**src/rtl/sram_march_bist.sv**
```systemverilog
// March C- BIST controller for a single-port SRAM macro BIST port.
// Issues 10*N back-to-back accesses, checks reads two cycles later and reports the first failure.
module sram_march_bist #(
  parameter int DW = 16,
  parameter int AW = 8
) (
  input  logic          clk_i,
  input  logic          rst_ni,
  input  logic          start_i,
  output logic          busy_o,
  output logic          done_o,
  output logic          pass_o,
  output logic [AW-1:0] fail_addr_o,
  output logic [2:0]    fail_elem_o,
  output logic [DW-1:0] fail_syn_o,
  output logic [15:0]   fail_cnt_o,
  output logic          bist_en_o,
  output logic          bist_men_o,
  output logic          bist_wen_o,
  output logic          bist_ren_o,
  output logic [AW-1:0] bist_addr_o,
  output logic [DW-1:0] bist_din_o,
  output logic [DW-1:0] bist_bm_o,
  input  logic [DW-1:0] dout_i
);

  typedef enum logic [1:0] {
    ST_IDLE  = 2'd0,
    ST_RUN   = 2'd1,
    ST_DRAIN = 2'd2,
    ST_DONE  = 2'd3
  } state_t;

  localparam logic [AW-1:0] ADDR_MAX = {AW{1'b1}};
  localparam logic [AW-1:0] ADDR_ONE = {{(AW-1){1'b0}}, 1'b1};

  // ph selects the read (0) or write (1) half of the two-access elements E1..E4
  function automatic logic elem_is_read(input logic [2:0] elem, input logic ph);
    case (elem)
      3'd0:    elem_is_read = 1'b0;
      3'd5:    elem_is_read = 1'b1;
      default: elem_is_read = ~ph;
    endcase
  endfunction

  function automatic logic elem_bit(input logic [2:0] elem, input logic ph);
    case (elem)
      3'd1, 3'd3: elem_bit = ph;
      3'd2, 3'd4: elem_bit = ~ph;
      default:    elem_bit = 1'b0;
    endcase
  endfunction

  state_t        state_r;
  logic [2:0]    elem_r;
  logic [AW-1:0] addr_r;
  logic          ph_r;

  logic          s1_vld_r, s2_vld_r;
  logic [DW-1:0] s1_exp_r, s2_exp_r;
  logic [AW-1:0] s1_addr_r, s2_addr_r;
  logic [2:0]    s1_elem_r, s2_elem_r;

  logic          cur_desc_s, elem_end_s, last_s, two_op_s;
  logic [2:0]    nx_elem_s, ld_elem_s;
  logic [AW-1:0] nx_addr_s, ld_addr_s;
  logic          nx_ph_s, ld_ph_s, start_acc_s, load_s, ld_rd_s;
  logic [DW-1:0] ld_pat_s, syn_s;
  logic          mis_s;
  logic [15:0]   cnt_nx_s;

  // Next access pointer in March order and the access to load this edge
  always_comb begin
    cur_desc_s = (elem_r == 3'd3) || (elem_r == 3'd4);
    two_op_s   = (elem_r != 3'd0) && (elem_r != 3'd5);
    elem_end_s = cur_desc_s ? (addr_r == {AW{1'b0}}) : (addr_r == ADDR_MAX);
    last_s     = (elem_r == 3'd5) && elem_end_s;
    nx_elem_s  = elem_r;
    nx_addr_s  = addr_r;
    nx_ph_s    = 1'b0;
    if (two_op_s && !ph_r) begin
      nx_ph_s = 1'b1;
    end else if (elem_end_s) begin
      nx_elem_s = elem_r + 3'd1;
      nx_addr_s = ((nx_elem_s == 3'd3) || (nx_elem_s == 3'd4)) ? ADDR_MAX : {AW{1'b0}};
    end else if (cur_desc_s) begin
      nx_addr_s = addr_r - ADDR_ONE;
    end else begin
      nx_addr_s = addr_r + ADDR_ONE;
    end
    start_acc_s = ((state_r == ST_IDLE) || (state_r == ST_DONE)) && start_i;
    load_s      = start_acc_s || ((state_r == ST_RUN) && !last_s);
    ld_elem_s   = start_acc_s ? 3'd0 : nx_elem_s;
    ld_addr_s   = start_acc_s ? {AW{1'b0}} : nx_addr_s;
    ld_ph_s     = start_acc_s ? 1'b0 : nx_ph_s;
    ld_rd_s     = elem_is_read(ld_elem_s, ld_ph_s);
    ld_pat_s    = {DW{elem_bit(ld_elem_s, ld_ph_s)}};
  end

  // Read-data compare against the expectation leaving the second pipeline stage
  always_comb begin
    syn_s    = dout_i ^ s2_exp_r;
    mis_s    = s2_vld_r && (syn_s != {DW{1'b0}});
    cnt_nx_s = (mis_s && (fail_cnt_o != 16'hFFFF)) ? (fail_cnt_o + 16'd1) : fail_cnt_o;
  end

  // Sequencer, access drive, read pipeline and result capture
  always_ff @(posedge clk_i) begin
    if (!rst_ni) begin
      state_r     <= ST_IDLE;
      elem_r      <= 3'd0;
      addr_r      <= {AW{1'b0}};
      ph_r        <= 1'b0;
      s1_vld_r    <= 1'b0;
      s1_exp_r    <= {DW{1'b0}};
      s1_addr_r   <= {AW{1'b0}};
      s1_elem_r   <= 3'd0;
      s2_vld_r    <= 1'b0;
      s2_exp_r    <= {DW{1'b0}};
      s2_addr_r   <= {AW{1'b0}};
      s2_elem_r   <= 3'd0;
      busy_o      <= 1'b0;
      done_o      <= 1'b0;
      pass_o      <= 1'b0;
      fail_addr_o <= {AW{1'b0}};
      fail_elem_o <= 3'd0;
      fail_syn_o  <= {DW{1'b0}};
      fail_cnt_o  <= 16'd0;
      bist_en_o   <= 1'b0;
      bist_men_o  <= 1'b0;
      bist_wen_o  <= 1'b0;
      bist_ren_o  <= 1'b0;
      bist_addr_o <= {AW{1'b0}};
      bist_din_o  <= {DW{1'b0}};
      bist_bm_o   <= {DW{1'b0}};
    end else begin
      bist_men_o  <= 1'b0;
      bist_wen_o  <= 1'b0;
      bist_ren_o  <= 1'b0;
      bist_addr_o <= {AW{1'b0}};
      bist_din_o  <= {DW{1'b0}};
      bist_bm_o   <= {DW{1'b0}};
      s1_vld_r    <= 1'b0;
      s2_vld_r    <= s1_vld_r;
      s2_exp_r    <= s1_exp_r;
      s2_addr_r   <= s1_addr_r;
      s2_elem_r   <= s1_elem_r;
      fail_cnt_o  <= cnt_nx_s;
      if (mis_s && (fail_cnt_o == 16'd0)) begin
        fail_addr_o <= s2_addr_r;
        fail_elem_o <= s2_elem_r;
        fail_syn_o  <= syn_s;
      end
      case (state_r)
        ST_IDLE, ST_DONE: begin
          if (start_i) begin
            state_r     <= ST_RUN;
            busy_o      <= 1'b1;
            bist_en_o   <= 1'b1;
            done_o      <= 1'b0;
            pass_o      <= 1'b0;
            fail_addr_o <= {AW{1'b0}};
            fail_elem_o <= 3'd0;
            fail_syn_o  <= {DW{1'b0}};
            fail_cnt_o  <= 16'd0;
            s2_vld_r    <= 1'b0;
          end
        end
        ST_RUN: begin
          if (last_s) begin
            state_r <= ST_DRAIN;
          end
        end
        ST_DRAIN: begin
          state_r   <= ST_DONE;
          busy_o    <= 1'b0;
          bist_en_o <= 1'b0;
          done_o    <= 1'b1;
          pass_o    <= (cnt_nx_s == 16'd0);
        end
        default: begin
          state_r   <= ST_IDLE;
          busy_o    <= 1'b0;
          bist_en_o <= 1'b0;
        end
      endcase
      if (load_s) begin
        elem_r      <= ld_elem_s;
        addr_r      <= ld_addr_s;
        ph_r        <= ld_ph_s;
        bist_men_o  <= 1'b1;
        bist_wen_o  <= ~ld_rd_s;
        bist_ren_o  <= ld_rd_s;
        bist_addr_o <= ld_addr_s;
        bist_din_o  <= ld_rd_s ? {DW{1'b0}} : ld_pat_s;
        bist_bm_o   <= ld_rd_s ? {DW{1'b0}} : {DW{1'b1}};
        s1_vld_r    <= ld_rd_s;
        s1_exp_r    <= ld_pat_s;
        s1_addr_r   <= ld_addr_s;
        s1_elem_r   <= ld_elem_s;
      end
    end
  end

endmodule

```
**config.mk**
```make
export PLATFORM = sky130hd
export DESIGN_NAME = sram_march_bist
export DESIGN_NICKNAME = d
export VERILOG_FILES = /design/src/rtl/sram_march_bist.sv
export SDC_FILE = /design/constraint.sdc
export NUM_CORES = 1
export LEC_CHECK = 0
export CORE_MARGIN = 2
export CORE_UTILIZATION = 45
export DETAILED_ROUTE_END_ITERATION = 7
export GPL_ROUTABILITY_DRIVEN = 0
export GPL_TIMING_DRIVEN = 0
export PLACE_DENSITY = 0.8
export SETUP_SLACK_MARGIN = 0.5
export SYNTH_ARGS = -nofsm -noshare
export SYNTH_HDL_FRONTEND = slang
export SYNTH_SLANG_ARGS = --single-unit
```
**constraint.sdc**
```tcl
create_clock -name clk_i -period 2.7 [get_ports clk_i]
set_clock_uncertainty 0.1 [all_clocks]
set_input_delay 0.54 -clock clk_i [delete_from_list [all_inputs] [get_ports clk_i]]
set_output_delay 0.54 -clock clk_i [all_outputs]
set_load 0.05 [all_outputs]
```
==> results_dict.tcl <==
set metrics [dict create \
    crit_arrival_ns 3.13 \
    power_density_mw_per_mm2 513 \
    timing.hold.ws_ns 0.353 \
    synth_compound_area_share_pct 14.3 \
    portBuffers 108 \
    clk_pin_slew_ns 0.10 \
    area_delta_synth_final_pct 57.3 \
    cts_tree "yes" \
    drv_slew 0 \
    start_kind "flip-flop" \
    peakVddDrop_uv 325 \
    start_util_pct 45.8 \
    drive_above_1_share_pct 42.2 \
    synthesis.nets 552 \
    violations "negative setup slack" \
    critPathKind "flip-flop to flip-flop" \
    synthCells 517 \
    synth.area.top_cells "dfxtp_1 (39%), nand2_1 (5.9%), buf_4 (5.4%)" \
    dr.first_iter.drc_count 305 \
    finalHoldViolations 0 \
    place_area_sq_mm 0.00584 \
    endpoint_kind "flip-flop" \
    antenna_found_initial 0 \
    synth_adder_area_share_pct 4.93 \
    grt_util_all_layers_pct 23.7 \
    viasPerCell 5.37 \
    grt_first_pass_wirelength_um 19700 \
    fin_area_sq_mm 0.00695 \
    yosysTopAreaCellShare_pct 39.0 \
    p_leak_nw 3.34 \
    ys_ff_latch 86 \
    synth_seq_area_share_pct 39.0 \
    rsz0062_at_grt "true" \
    cts_buffers 9 \
    dp_slack_ns -0.550 \
    dpl.hpwl_um 8220 \
    ios 109 \
    crit_path_max_fanout 7 \
    cts-root-buf "clkbuf_8" \
    synth-edff-count 0 \
    period_share_pct 108 \
    drv_cap 0 \
    synth_flop_cell "dfxtp_1" \
    final-setup-viol-count 16 \
    grt_max_degree 18 \
    setup_ws_ns -0.212 \
    cts_max_path_buffers 2 \
    grt_pass1_vias 4139 \
    outcome "finished with violations" \
    worstPathRequired_ns 2.92 \
    clkSinkCount 86 \
    antennaDiodeCount 0 \
    synth_area_sq_mm 0.00442 \
    synthTopCellsByCount "dfxtp_1 (86), nand2_1 (70), nor2_1 (49), a21oi_1 (43), buf_4 (32)" \
    syn_area_per_cell_sq_um 8.55 \
    die_area_sq_mm 0.0106 \
    fin_crit_ns 2.91 \
    synth-xor-area-share_pct 8.13 \
    synth_most_common_cell "dfxtp_1" \
    die_h_um 103 \
    yosysUniqueCellTypes 66 \
    routed_wl_um 13900 \
    synth-simple-area-share_pct 22.0 \
    hold_buffers 0 \
    antenna_left 0 \
    grt_overflow 0 \
    worstSkewPairLatency_ns 0.37 \
    fp-row-count 36 \
    drc 0 \
    max_slew_margin_pct 47.2 \
    muxShareOfSynthArea_pct 2.63 \
    coreArea_sq_mm 0.00964 \
    dieWidth_um 103 \
    fmax_mhz 343 \
    max_slew.worst_pin.slew_ns 0.787 \
    synth_top_family_by_area "simple AND/OR/NAND/NOR gates" \
    yosys.area.top_type "dfxtp_1" \
    synth_warnings 0 \
    drtPass1Iterations 8 \
    hold_path.class "flip-flop to flip-flop" \
    wire_per_inst_um 16.9 \
    async_reset_ff_share_pct 0 \
    cts.htree.levels 3 \
    nets 718 \
    vias 4407 \
]
## layout by cell type, fill, tap and decap left out, types with 11 or more instances in the layout
master	count
a21oi_1	15
nor2_1	46
buf_4	62
dfxtp_2	13
a21oi_2	28
nand2_1	41
xor2_1	21
dfxtp_1	68
nand2_4	18
ha_1	11
dlymetal6s2s_1	18
xnor2_1	16
nand2_2	11
buf_6	17
clkdlybuf4s50_1	29
clkbuf_2	32
dlygate4sd2_1	22
inv_1	12
## path summary, 6_finish.rpt
kind | startpoint | end | slack, ns | cells past startpoint
setup / recovery | s1_elem_r[0]$_SDFFE_PN0N_ | bist_din_o[0]$_SDFF_PP0_ | -0.21 | 14
hold / removal | s2_elem_r[2]$_SDFF_PN0_ | fail_elem_o[2]$_SDFF_PN0_ | 0.35 | 2
setup reg to reg | s1_elem_r[0]$_SDFFE_PN0N_ | bist_din_o[0]$_SDFF_PP0_ | -0.21 | 14
hold reg to reg | s2_elem_r[2]$_SDFF_PN0_ | fail_elem_o[2]$_SDFF_PN0_ | 0.35 | 2
## what timing repair did
item	4_1_cts	5_1_grt
setup endpoints to repair	118	114
cloned	2	0
endpoints found under the hold margin	0	0
pin swaps	39	24
buffers inserted	31	14
resized for setup	206	120
## area by class of cell
cell class                      instances  area, sq um
Multi-Input combinational cell        361         2970
Inverter                               17         68.8
Clock buffer                            9          124
Fill cell                             700         2690
Buffer                                 53          405
Tap cell                              133          166
Timing Repair Buffer                  155         1400
Clock inverter                          7         62.6
Sequential cell                        86         1760
## logic make-up after synthesis
family,after synthesis
adder cells (fa/ha/maj),17
multiplexers,11
XOR/XNOR,41
AO/OA/AOI/OAI,96
buffers and inverters,70
AND/OR/NAND/NOR,196
flip-flops,86
## worst max-delay path, stage by stage (launching register included)
cell	delay, ns
dfxtp_4	0.40
inv_4	0.05
ha_4	0.15
mux2_4	0.32
buf_4	0.16
buf_6	0.11
nor3_4	0.18
buf_4	0.16
buf_6	0.11
o21ai_4	0.07
mux2i_2	0.26
nor2_2	0.12
a221oi_2	0.31
o31a_1	0.20
and2_4	0.15
## metrics by stage
step	utilization [%]	power [mW]	setup TNS, ns	instances
after global routing	72.1	3.70	-2.15	821
final	72.1	3.57	-1.18	821
after detailed placement	60.6	2.62	-10.85	758
after global placement	60.6	2.60	-9.13	758
after floorplan	-	2.26	-0.0300	517
after CTS	69.4	3.53	-0.215	807
## report_power, final
group	leakage (nW)	switching, mW	total (mW)	internal [mW]
logic	2.54	0.849	1.28	0.430
registers	0.705	0.0711	1.39	1.32
clock network	0.0988	0.535	0.894	0.359
total	3.34	1.45	3.57	2.11
## per-layer routing
layer	vias to the layer above	GRT usage, %	share of wire (%)
met3	35	3.66	7.3
met1	2077	28.3	39
met5	-	0	0
met2	221	42.1	52
met4	0	10.1	2.0
li1	2074	-	-
## state kept, by name (all words and copies together) (netlist names), 8 cells and up
| signal | count |
|---|---|
| fail_syn_o | 16 |
| fail_addr_o | 8 |
| bist_addr_o | 8 |
| s1_addr_r | 8 |
| s2_addr_r | 8 |
| fail_cnt_o | 16 |
Note: power is estimated with default switching activity, not from simulation.
